### src/rtl/dwt_dec_stage.sv
// One level of a wavelet decomposition: 8-tap low/high-pass FIR on a
// multi-lane sample stream, decimated by two, with optional rounding/saturation.
module dwt_dec_stage #(
  parameter int                  LANES     = 4,
  parameter int                  DATA_W    = 48,
  parameter int                  COEF_W    = 25,
  parameter int                  COEF_FRAC = 23,
  parameter logic [8*COEF_W-1:0] DEC_LO    = '0,
  parameter logic [8*COEF_W-1:0] DEC_HI    = '0,
  parameter int                  ROUND_EN  = 0,
  parameter int                  SAT_EN    = 0
) (
  input  logic                           clk,
  input  logic                           rst_n,
  input  logic                           clr,
  input  logic                           din_valid,
  input  logic [LANES*DATA_W-1:0]        din,
  output logic                           dout_valid,
  output logic [(LANES/2)*DATA_W-1:0]    approx,
  output logic [(LANES/2)*DATA_W-1:0]    detail,
  output logic                           ovf
);

  localparam int HALF   = LANES / 2;
  localparam int NEXT   = LANES + 7;
  localparam int NWIN   = LANES + 6;
  localparam int PROD_W = DATA_W + COEF_W;
  localparam int ACC_W  = PROD_W + 3;
  localparam logic [3:0] WARM = 4'((7 + LANES - 1) / LANES);
  localparam logic signed [ACC_W:0] RND_K = {{ACC_W{1'b0}}, 1'b1} << (COEF_FRAC - 1);
  localparam logic signed [ACC_W:0] MAX_K = {{(ACC_W - DATA_W + 2){1'b0}}, {(DATA_W - 1){1'b1}}};
  localparam logic signed [ACC_W:0] MIN_K = {{(ACC_W - DATA_W + 2){1'b1}}, {(DATA_W - 1){1'b0}}};

  function automatic logic signed [COEF_W-1:0] tap(input logic [8*COEF_W-1:0] taps, input int k);
    return taps[k*COEF_W +: COEF_W];
  endfunction

  // Returns {clamped, value}: optional half-up rounding, shift back to sample scale, clamp or wrap.
  function automatic logic [DATA_W:0] scale(input logic signed [ACC_W-1:0] acc);
    logic signed [ACC_W:0] r;
    logic signed [ACC_W:0] s;
    logic [DATA_W:0]       res;
    r = {acc[ACC_W-1], acc};
    if (ROUND_EN != 0) begin
      r = r + RND_K;
    end else begin
      r = r;
    end
    s = r >>> COEF_FRAC;
    if ((SAT_EN != 0) && (s > MAX_K)) begin
      res = {1'b1, MAX_K[DATA_W-1:0]};
    end else if ((SAT_EN != 0) && (s < MIN_K)) begin
      res = {1'b1, MIN_K[DATA_W-1:0]};
    end else begin
      res = {1'b0, s[DATA_W-1:0]};
    end
    return res;
  endfunction

  logic signed [DATA_W-1:0] hist_r [7];
  logic signed [DATA_W-1:0] ext_s [NEXT];
  logic signed [DATA_W-1:0] win_r [NWIN];
  logic [3:0]               warm_r;
  logic                     v_win_r;
  logic                     v_mul_r;
  logic                     v_sum_r;
  logic signed [PROD_W-1:0] prod_lo_r [HALF][8];
  logic signed [PROD_W-1:0] prod_hi_r [HALF][8];
  logic signed [ACC_W-1:0]  sum_lo_s [HALF];
  logic signed [ACC_W-1:0]  sum_hi_s [HALF];
  logic signed [ACC_W-1:0]  sum_lo_r [HALF];
  logic signed [ACC_W-1:0]  sum_hi_r [HALF];
  logic [DATA_W:0]          res_lo_s [HALF];
  logic [DATA_W:0]          res_hi_s [HALF];
  logic                     ovf_s;

  // Extended window: 7 history samples followed by the incoming lanes (oldest first).
  always_comb begin
    for (int m = 0; m < 7; m++) ext_s[m] = hist_r[m];
    for (int i = 0; i < LANES; i++) ext_s[7+i] = din[i*DATA_W +: DATA_W];
  end

  // History, warm-up and valid pipeline; clr zeroes history and kills in-flight beats.
  always_ff @(posedge clk or negedge rst_n) begin
    if (!rst_n) begin
      for (int m = 0; m < 7; m++) hist_r[m] <= '0;
      warm_r  <= 4'd0;
      v_win_r <= 1'b0;
      v_mul_r <= 1'b0;
      v_sum_r <= 1'b0;
    end else if (clr) begin
      for (int m = 0; m < 7; m++) hist_r[m] <= '0;
      warm_r  <= 4'd0;
      v_win_r <= 1'b0;
      v_mul_r <= 1'b0;
      v_sum_r <= 1'b0;
    end else begin
      v_mul_r <= v_win_r;
      v_sum_r <= v_mul_r;
      if (din_valid) begin
        for (int m = 0; m < 7; m++) hist_r[m] <= ext_s[LANES+m];
        if (warm_r < WARM) begin
          warm_r  <= warm_r + 4'd1;
          v_win_r <= 1'b0;
        end else begin
          v_win_r <= 1'b1;
        end
      end else begin
        v_win_r <= 1'b0;
      end
    end
  end

  // Window capture, tap products and the 8-term sums; data is free-running.
  always_ff @(posedge clk or negedge rst_n) begin
    if (!rst_n) begin
      for (int m = 0; m < NWIN; m++) win_r[m] <= '0;
      for (int j = 0; j < HALF; j++) begin
        for (int k = 0; k < 8; k++) begin
          prod_lo_r[j][k] <= '0;
          prod_hi_r[j][k] <= '0;
        end
        sum_lo_r[j] <= '0;
        sum_hi_r[j] <= '0;
      end
    end else begin
      if (din_valid) begin
        for (int m = 0; m < NWIN; m++) win_r[m] <= ext_s[m];
      end
      for (int j = 0; j < HALF; j++) begin
        for (int k = 0; k < 8; k++) begin
          prod_lo_r[j][k] <= PROD_W'(tap(DEC_LO, k)) * PROD_W'(win_r[7+2*j-k]);
          prod_hi_r[j][k] <= PROD_W'(tap(DEC_HI, k)) * PROD_W'(win_r[7+2*j-k]);
        end
        sum_lo_r[j] <= sum_lo_s[j];
        sum_hi_r[j] <= sum_hi_s[j];
      end
    end
  end

  // Accumulate products and scale the registered sums.
  always_comb begin
    ovf_s = 1'b0;
    for (int j = 0; j < HALF; j++) begin
      sum_lo_s[j] = '0;
      sum_hi_s[j] = '0;
      for (int k = 0; k < 8; k++) begin
        sum_lo_s[j] = sum_lo_s[j] + ACC_W'(prod_lo_r[j][k]);
        sum_hi_s[j] = sum_hi_s[j] + ACC_W'(prod_hi_r[j][k]);
      end
      res_lo_s[j] = scale(sum_lo_r[j]);
      res_hi_s[j] = scale(sum_hi_r[j]);
      ovf_s = ovf_s | res_lo_s[j][DATA_W] | res_hi_s[j][DATA_W];
    end
  end

  // Output registers hold their value between valid beats.
  always_ff @(posedge clk or negedge rst_n) begin
    if (!rst_n) begin
      dout_valid <= 1'b0;
      approx     <= '0;
      detail     <= '0;
      ovf        <= 1'b0;
    end else begin
      dout_valid <= v_sum_r;
      if (v_sum_r) begin
        for (int j = 0; j < HALF; j++) begin
          approx[j*DATA_W +: DATA_W] <= res_lo_s[j][DATA_W-1:0];
          detail[j*DATA_W +: DATA_W] <= res_hi_s[j][DATA_W-1:0];
        end
        ovf <= ovf_s;
      end else begin
        ovf <= 1'b0;
      end
    end
  end

endmodule

### config.mk
export PLATFORM = sky130hd
export DESIGN_NAME = dwt_dec_stage
export DESIGN_NICKNAME = d
export VERILOG_FILES = /design/src/rtl/dwt_dec_stage.sv
export SDC_FILE = /design/constraint.sdc
export NUM_CORES = 1
export LEC_CHECK = 0
export CORE_AREA = 2 2 154 156
export DETAILED_ROUTE_END_ITERATION = 10
export DIE_AREA = 0 0 156 158
export PLACE_DENSITY = 0.48
export SYNTH_ARGS = -nofsm -noshare
export SYNTH_HDL_FRONTEND = slang
export SYNTH_SLANG_ARGS = --single-unit
### constraint.sdc
create_clock -name clk -period 1.2 [get_ports clk]
set_input_delay 0.12 -clock clk [delete_from_list [all_inputs] [get_ports clk]]
set_output_delay 0.12 -clock clk [all_outputs]
set_load 0.01 [all_outputs]
Word level (Yosys, flattened, before mapping):

Cells that the tools add are included.

* reduce and logical (&&, ||, !) cells: 3
* order comparisons: 1
* $add $sub $neg: 1
* muxes and demuxes: 8

Operators with widths (count)
* 4-bit 2-to-1 mux: 3
* 1-bit 2-to-1 mux: 5
* 4-bit by 1-bit adder with 4-bit output (second input constant): 1
* 4-bit by 2-bit less-than comparator with 1-bit output (second input constant): 1
* 2-bit nonzero test: 2
* 2-bit AND reduction: 1

* output and inout port bits: 194
* register bits after elaboration: 8
* input bits: 196
* logic and storage cells: 18

Longest topological paths before layout:

Gate-level depths: netlist of the first run.

* depth after elaboration: 4
* gate-level depth with buffers: 3
* mapped depth without buffers: 3

Worst setup path before layout of the first run:

Ideal clock, no wire load.

* path type: reg-to-reg
* start point: register warm_r[2]
* end point: register warm_r[0]
* data required time: 1.072 ns
* stages on the path, launching flop included: 3
* slack: 0.088 ns
* buffers on the path: 0
* period minus slack after synthesis: 1.112 ns
* library setup time: 0.128 ns
* arrival time: 0.984 ns
* cells stage by stage: dfrtp_1 > nor4b_2 > mux2_1

* longest elaborated chain between the ends: 3

RTL lines
* start: declaration: RTL line 63 `logic [3:0] warm_r;`
* start signal: assignment: RTL line 103 `warm_r <= warm_r + 4'd1;`
* 4-bit by 2-bit less-than comparator with 1-bit output: RTL line 102 `if (warm_r < WARM) begin`
* 2-bit nonzero test (no source line)
* 2-bit AND reduction (no source line)

No other way between the ends.
A chain may end at the register's enable or synchronous reset.

Worst setup path after layout of the first run:

* start point: register warm_r[3]
* end point: register warm_r[0]

Same word-level chain as after synthesis.

==> results of run 1 <==
==> power groups by stage <==
| stage | clock network (uW) | registers, uW | logic, uW |
|---|---|---|---|
| 2_1_floorplan | 0 | 299 | 761 |
| 3_3_place_gp | 0 | 301 | 321 |
| 3_5_place_dp | 0 | 301 | 323 |
| 4_1_cts | 565 | 297 | 324 |
| 5_1_grt | 578 | 300 | 388 |
| 6_report | 549 | 298 | 338 |
==> logic make-up (layout without fill, tap and decap cells) <==
| group | after synthesis | after routing | share of synthesized area, % |
|---|---|---|---|
| adders and majority gates | 1 | 1 | 0.7056 |
| buffers and inverters | 195 | 12 | 82.15 |
| and+or+nand+nor | 10 | 10 | 4.445 |
| DFF | 8 | 8 | 11.29 |
| muxes | 1 | 1 | 0.6351 |
| AOI/OAI and AO/OA | 2 | 2 | 0.5646 |
| other | 1 | 193 | 0.2115 |
==> final cells by class <==
type | instances | area [um2]
well taps | 290 | 362.8
fillers | 2691 | 21500
inverters | 2 | 7.507
repair buffers | 7 | 65.06
clock buffers | 3 | 75.07
multi-input cells | 207 | 837.1
flip-flops and latches | 8 | 200.2
==> flip-flops by register name, indices dropped and copies added, names as in the netlist <==
signal      cells
v_sum_r         1
v_win_r         1
warm_r          4
v_mul_r         1
dout_valid      1
==> per-layer routing <==
| layer | share of wire (%) | up-vias | track usage [%] |
|---|---|---|---|
| met5 | 0 | - | 0 |
| met4 | 1.4 | 0 | 0.5242 |
| met3 | 25 | 4 | 0.4380 |
| met2 | 51 | 100 | 0.9271 |
| met1 | 23 | 308 | 0.6255 |
| li1 | - | 297 | - |
==> final timing paths <==
path	start	slack, ns	depth (start not counted)	endpoint
worst max-delay path	warm_r[3]	0.03	2	warm_r[0]
worst min-delay path	rst_n	0.17	1	dout_valid
worst max register to register	warm_r[3]	0.03	2	warm_r[0]
worst min register to register	v_sum_r	0.34	0	dout_valid
max in group asynchronous	rst_n	0.78	1	warm_r[2]
min in group clk	v_sum_r	0.34	0	dout_valid
==> cells in the final DEF, fill, tap and decap left out, drive strengths merged <==
| cell | synthesis | routed |
|---|---|---|
| a21oi | 2 | 2 |
| buf | 193 | 3 |
| clkbuf | 0 | 3 |
| clkdlybuf4s50 | 0 | 3 |
| conb | 1 | 193 |
| dfrtp | 8 | 8 |
| dlymetal6s2s | 0 | 1 |
| ha | 1 | 1 |
| inv | 2 | 2 |
| mux2 | 1 | 1 |
| nand4bb | 2 | 2 |
| nor2 | 1 | 1 |
| nor2b | 4 | 4 |
| nor3 | 1 | 1 |
| nor3b | 1 | 1 |
| nor4b | 1 | 1 |
==> timing repair <==
item                       in CTS  in global routing
gates resized for setup         0                  1
setup endpoints to repair       0                  2
buffers inserted                0                  1
==> through the flow <==
step / util, % / area (um2) / setup WS, ns
floorplan: - / 2494 / 0.08848
global placement: 6.345 / 1463 / -0.09308
detailed placement: 6.345 / 1463 / -0.09670
CTS: 6.671 / 1538 / 0.004635
global route: 6.714 / 1548 / -0.02854
finish: 6.714 / 1548 / 0.02898
==> worst register-to-register path, cell delays in order, from the launching register on <==
cell	delay, ns
dfrtp_1	0.40
nor4b_2	0.30
mux2_1	0.35
==> reports/summary.txt, run 1 <==
1st-iter DRT viols - 1
Clock Tree Root - clkbuf_16
Critical-path top delay cell - dfrtp_1
TNS Setup - 0 ns
total chip power - 1185 uW
Req. time, crit path - 1.31 ns
Cell Chain, Critical Path - nor4b_2, mux2_1
Net Sw Frac - 36.66%
Cell variety after synth - 13
DP Cell Count - 513
main flop type after synthesis - dfrtp_1
Buffers & Inverters on Critical Path - 0
wire per inst - 2.832 um
Clock Latency Late Sink - 0.23 ns
CP Launch Type - flop
TritonCTS clock tree - yes
crit-path max FO - 3
Logic pwr share - 28.5%
Static Leak - 0.0008614 uW
DPL Wire Length - 1300 um
layout cells sized above 1 - 3.084%
max-slew violations - 0
Fmax - 0.8540 GHz
Sw Pwr - 434.3 uW
Post-synth ARST share - 100.0%
vias per cell - 1.371
number of synthesized flops with an enable pin - 0
Yosys top cell area share - 81.72%
Core Rows - 56
Residual DRC - 0
sequential area share after synthesis - 11.29%
DIE WIDTH - 156 um
CTS H-tree depth - 1
Crit path max-delay family - flip-flops
total core area - 23050 um2
number of global-route vias before repair - 270
Starting Density - 7.691%
final setup fails - 0
hold_buf cts - 0
Hold Violations, Final - 0
largest net degree at the start of global routing - 9
HP Class - input pin to asynchronous set/reset pin
overall routed net length - 1464 um
drt first pass iters - 2
clock skew - 0.0001395 ns
clock-pin slew on the worst setup and hold paths - 0.03 ns
RSZ-0062 raised after global routing - yes
VDD IR max - 391.6 uV
ANT cells - 0
Int Pwr - 750.3 uW
maximum clock path buffer count - 2
Worst Setup End Kind - flop
status - finished, final reports clean
ranking of synthesized cells by area - buf_4 82%, dfrtp_1 11%, nor2b_1 1.4%
clock share of power - 46.4%
vias - 709
Inserted Clock Buffers - 3
FF+latch count, synth - 8
Routability Congestion - 0.5754
max cap viols - 0
port buffer count - 4
first-pass GRT wire length - 1207 um
final cycle utilization of the critical path - 97.58%
PD cells - 765.4 nW/um2
GRT Total Usage - 0.6378%
Critical Path Max Stage Delay - 0.40 ns
Final #Nets - 426
sequential power share - 25.1%
Die Span Y - 158 um
# IOs - 390
Die ar. - 24650 um2
Synth top cells by count - 193 x buf_4, 8 x dfrtp_1, 4 x nor2b_1
initial antenna violation count - 0
Cells after Synth - 218
hold_ws - 0.1678 ns
clock tree sinks - 8
Yosys warning count - 0
arrival time at the worst endpoint - 1.28 ns
cell with the most instances after synthesis - buf_4
Synth Cell Area - 1773 um2
total gr overflow - 0
Synth area leader - buf_4
mean post-synth cell area - 8.133 um2
Finished Layout Cells - 517
final antenna-violating net count - 0
area growth from synthesis to layout - -12.70%
fin crit period - 1.171 ns
WS Path Type - flop to flop
Power figures use the tool's default switching activity.
==> inputs of run 2 (changes only) <==
- RECOVER_POWER: not set -> 50
==> run 2 against run 1 <==
Via count is the same. Register-to-register slack is essentially flat. Sequential cell count is the same. Core utilization is the same. Design area is the same. Wire length is essentially flat. Clock power is essentially flat. Count of clock-buffer cells in the layout is the same. Critical path depth is the same. Die area is the same.
==> reports/summary.txt, run 2 (same netlist as run 1, synthesis figures left out) <==
number of global-route vias before repair - 270 (unchanged)
total core area - 23050 um2 (unchanged)
Net Sw Frac - 36.68% (was 36.66%)
Req. time, crit path - 1.31 ns (about the same)
clock tree sinks - 8 (unchanged)
Critical-path top delay cell - dfrtp_1 (unchanged)
wire per inst - 2.830 um (was 2.832 um)
Hold Violations, Final - 0 (unchanged)
Buffers & Inverters on Critical Path - 0 (unchanged)
Int Pwr - 749.7 uW (was 750.3 uW)
maximum clock path buffer count - 2 (unchanged)
port buffer count - 4 (unchanged)
most frequent cells in the layout - 193 x conb_1, 8 x dfrtp_1, 4 x nor2b_1 (unchanged)
Fmax - 0.8540 GHz (unchanged)
Clock Latency Late Sink - 0.23 ns (about the same)
Critical Path Max Stage Delay - 0.40 ns (about the same)
Residual DRC - 0 (unchanged)
ANT cells - 0 (unchanged)
clock skew - 0.0001395 ns (unchanged)
vias per cell - 1.371 (unchanged)
PD cells - 765.0 nW/um2 (was 765.4 nW/um2)
Clock Tree Root - clkbuf_16 (unchanged)
total gr overflow - 0 (unchanged)
TNS Setup - 0 ns (unchanged)
DIE WIDTH - 156 um (unchanged)
VDD IR max - 391.6 uV (about the same)
Starting Density - 7.691% (unchanged)
RSZ-0062 raised after global routing - yes (unchanged)
final setup fails - 0 (unchanged)
WS Path Type - flop to flop (unchanged)
clock-pin slew on the worst setup and hold paths - 0.03 ns (about the same)
Cell Chain, Critical Path - nor4b_2, mux2_1 (unchanged)
final antenna-violating net count - 0 (unchanged)
hold_ws - 0.2382 ns (was 0.1678 ns)
arrival time at the worst endpoint - 1.28 ns (about the same)
commonest non-fill, non-tap cell in the layout - conb_1 (unchanged)
sequential power share - 25.1% (about the same)
hold_buf cts - 0 (unchanged)
# IOs - 390 (unchanged)
vias - 709 (unchanged)
Die ar. - 24650 um2 (unchanged)
Sw Pwr - 434.3 uW (unchanged)
layout cells sized above 1 - 3.084% (unchanged)
crit-path max FO - 3 (unchanged)
Top reg by flops - warm_r (unchanged)
area growth from synthesis to layout - -12.70% (unchanged)
largest net degree at the start of global routing - 9 (unchanged)
TritonCTS clock tree - yes (unchanged)
max cap viols - 0 (unchanged)
Core Rows - 56 (unchanged)
HP Class - input pin to asynchronous set/reset pin (unchanged)
overall routed net length - 1463 um (was 1464 um)
max reg flops - 4 (unchanged)
Routability Congestion - 0.5754 (unchanged)
Finished Layout Cells - 517 (unchanged)
DPL Wire Length - 1300 um (unchanged)
fin crit period - 1.171 ns (unchanged)
1st-iter DRT viols - 1 (unchanged)
DP Cell Count - 513 (unchanged)
drt first pass iters - 2 (unchanged)
Inserted Clock Buffers - 3 (unchanged)
first-pass GRT wire length - 1207 um (unchanged)
Static Leak - 0.0008617 uW (was 0.0008614 uW)
fill count - 2691 (unchanged)
Die Span Y - 158 um (unchanged)
Worst Setup End Kind - flop (unchanged)
CP Launch Type - flop (unchanged)
clock share of power - 46.4% (about the same)
Final #Nets - 426 (unchanged)
final cycle utilization of the critical path - 97.58% (unchanged)
status - finished, final reports clean (unchanged)
CTS H-tree depth - 1 (unchanged)
initial antenna violation count - 0 (unchanged)
Logic pwr share - 28.5% (about the same)
Crit path max-delay family - flip-flops (unchanged)
total chip power - 1184 uW (was 1185 uW)
GRT Total Usage - 0.6378% (unchanged)
max-slew violations - 0 (unchanged)
[run 2: changes by cell type in the layout (fill, tap and decap cells not counted), sizes merged]
cell           delta
clkdlybuf4s50     -1
dlygate4sd3       +1
[run 2: repair_timing]
item                       4_1_cts  5_1_grt
resized for setup                0        1
setup endpoints to repair        0        2
setup buffers                    0        1
[run 2: cell type report]
cell class	count	area [um2]	share of cell area, %
tap	290	362.8	23.44
clock buffer	3	75.07	4.850
sequential	8	200.2	12.93
inverter	2	7.507	0.4850
multi-input combinational	207	837.1	54.08
timing repair buffer	7	65.06	4.204
[run 2: final timing paths]
check | startpoint | cells after the start | end | slack [ns]
hold reg to reg | v_sum_r | 0 | dout_valid | 0.34
max in group asynchronous | rst_n | 1 | warm_r[2] | 0.70
setup / recovery | warm_r[3] | 2 | warm_r[0] | 0.03
hold / removal | rst_n | 1 | dout_valid | 0.24
setup reg to reg | warm_r[3] | 2 | warm_r[0] | 0.03
min in group clk | v_sum_r | 0 | dout_valid | 0.34
[run 2: per-stage QoR]
stage                     setup WS [ns]  util, %  cell area (um2)
final                           0.02898    6.714             1548
after global routing           -0.02854    6.714             1548
after CTS                      0.004635    6.671             1538
after detailed placement       -0.09670    6.345             1463
after global placement         -0.09308    6.345             1463
after floorplan                 0.08848        -             2494
[run 2: worst reg2reg max path: cells and delay by family, from the launching register on]
| family | cells | cell delay [ns] |
|---|---|---|
| flip-flops | 1 | 0.40 |
| multiplexers | 1 | 0.35 |
| AND/OR/NAND/NOR | 1 | 0.30 |
[run 2: layer usage]
| metal | routed length, um | global-route usage [%] | share of wire (%) |
|---|---|---|---|
| met3 | 365 | 0.4380 | 25 |
| met1 | 335 | 0.6255 | 23 |
| met5 | 0 | 0 | 0 |
| met2 | 741 | 0.9271 | 51 |
| met4 | 21 | 0.5242 | 1.4 |
[run 2: power groups by stage]
| stage | Sequential [uW] | Combinational [uW] | Clock (uW) |
|---|---|---|---|
| after global routing | 300 | 388 | 578 |
| after floorplan | 299 | 761 | 0 |
| after detailed placement | 301 | 323 | 0 |
| final | 298 | 337 | 549 |
| after CTS | 297 | 324 | 565 |
| after global placement | 301 | 321 | 0 |
==> patch, RTL diff (settings of run 1) <==
The output `dout_valid` loses its register stage (`dout_valid` becomes a continuous assignment).
--- a/src/rtl/dwt_dec_stage.sv
+++ b/src/rtl/dwt_dec_stage.sv
@@ -158,10 +158,8 @@
   always_ff @(posedge clk or negedge rst_n) begin
     if (!rst_n) begin
-      dout_valid <= 1'b0;
       approx     <= '0;
       detail     <= '0;
       ovf        <= 1'b0;
     end else begin
-      dout_valid <= v_sum_r;
       if (v_sum_r) begin
         for (int j = 0; j < HALF; j++) begin
@@ -176,4 +174,6 @@
   end
 
+  assign dout_valid = v_sum_r;
+
 endmodule
 
Function: not settled (the Yosys comparison gave no result); the edit may change what the design does.
==> patch against run 1 <==
Setup slack better by 25 ps. Maximum frequency is 2.2% higher. Sequential cell count decreased by 1. Power fell by 1.2%. Global-route usage is 0.32 points higher. Synthesized cell count is 0.46% lower. Routed wire length grew 11%. Cell count decreased by 0.19%. Area after synthesis is 1.4% lower. Combinational power grew 1%. Non-clock buffer count shrank 1. Cell area down 2.1%. Largest power group unchanged.
==> patch: results (changes against run 1) <==
\begin{tabular}{lr}
\hline
Metric & Value \\
\hline
\multicolumn{2}{l}{\textbf{Critical path}} \\
Cell at the slowest stage of the critical path & dfrtp\_1 \\
Data arrival time of the critical path & 1260 ps (-20 ps) \\
Family with the most delay on the worst path & flip-flops \\
Biggest fanout along the worst timing path & 5 (+2) \\
\multicolumn{2}{l}{\textbf{Timing}} \\
Worst-case clock skew & 0.634 ps (+0.495 ps) \\
Final worst setup slack & 54.0 ps (+25.0 ps) \\
\multicolumn{2}{l}{\textbf{Clock network}} \\
Post-CTS sizing & 1 (+1) \\
\multicolumn{2}{l}{\textbf{Route}} \\
Drt total wl & 1630 um (+11\%) \\
Via Count & 692 (-2.4\%) \\
Detail-routed net length per standard cell & 3.15 um (+11\%) \\
\multicolumn{2}{l}{\textbf{Yosys}} \\
Top cells by instance count after synthesis & buf\_4, dfrtp\_1, nor2b\_1 \\
Post-synthesis sequential area ratio & 0.100 (-0.0127) \\
Mean Syn Cell Area & 8.05 um2 (-0.96\%) \\
Top cells by area in the synthesized netlist & buf\_4, dfrtp\_1, nor2b\_1 \\
\multicolumn{2}{l}{\textbf{Place}} \\
Placed cell area & 1430 um2 (-2.2\%) \\
Post-DP HPWL & 1470 um (+13\%) \\
Cell count after placement & 511 (-0.39\%) \\
Post-Place Worst Slack & -145 ps (-48.4 ps) \\
Gpl congestion & 0.567 (-1.5\%) \\
\multicolumn{2}{l}{\textbf{Global route}} \\
First-pass GRT wire length & 1280 um (+6.3\%) \\
Number of global-route vias before repair & 245 (-9.3\%) \\
Total global-route track usage & 0.00963 (+0.00325) \\
Pin count of the biggest net entering global routing & 8 (-1) \\
\multicolumn{2}{l}{\textbf{Finish}} \\
Share of final-layout standard cells stronger than drive strength 1 & 0.0265 (-0.00429) \\
Final nets & 424 (-0.47\%) \\
Fill cell instance count of the final layout & 2700 (+0.33\%) \\
\multicolumn{2}{l}{\textbf{Pwr}} \\
Switching share of total power & 0.373 (+0.00646) \\
Worst ir drop on vdd & 0.449 mV (+15\%) \\
Static Leakage & 0.830 nW (-3.7\%) \\
\multicolumn{2}{l}{\textbf{Status}} \\
Run status & complete, no violations \\
\hline
\end{tabular}
-- patch: changes by cell type in the layout (fill, tap and decap cells not counted), sizes merged --
cell,run 1,this run
buf,3,2
clkbuf,3,4
dlygate4sd2,0,1
dlymetal6s2s,1,0
dfrtp,8,7
-- patch: cells by family (layout without fill, tap and decap cells) --
| family | after synthesis | in the layout | share of synthesized area |
|---|---|---|---|
| other | 1 | 193 | 0.00215 |
| AND/OR/NAND/NOR | 10 | 10 | 0.0451 |
| flip-flops | 7 | 7 | 0.100 |
| buffers and inverters | 195 | 12 | 0.833 |
| AO/OA/AOI/OAI | 2 | 2 | 0.00573 |
| multiplexers | 1 | 1 | 0.00644 |
| adder cells (fa/ha/maj) | 1 | 1 | 0.00716 |
-- patch: per-layer routing --
metal,wire (um),track usage
met1,430,0.00807
met2,636,0.00801
met3,528,0.0175
met4,29,0.00655
met5,0,0
-- patch: power groups by stage --
stage	registers (mW)	logic (mW)	clock network, mW
global placement	0.266	0.318	0
CTS	0.264	0.320	0.583
detailed placement	0.266	0.320	0
finish	0.262	0.343	0.565
global route	0.263	0.390	0.598
floorplan	0.264	0.761	0
-- patch: layout make-up --
cell class / instances / area (um2) / area share
multi-input combinational: 207 / 837 / 0.552
tap: 290 / 363 / 0.239
clock buffer: 4 / 78.8 / 0.0520
inverter: 2 / 7.51 / 0.00495
timing repair buffer: 6 / 53.8 / 0.0355
sequential: 7 / 175 / 0.116
-- patch: worst paths after layout --
check                       endpoint  depth (start not counted)  slack [ps]
min reg2reg                  v_mul_r                          1         460
max                        warm_r[0]                          2          50
min                        warm_r[3]                          1         150
max reg2reg                warm_r[0]                          2          50
min in group clk             v_mul_r                          1         460
max in group asynchronous  warm_r[1]                          1         810
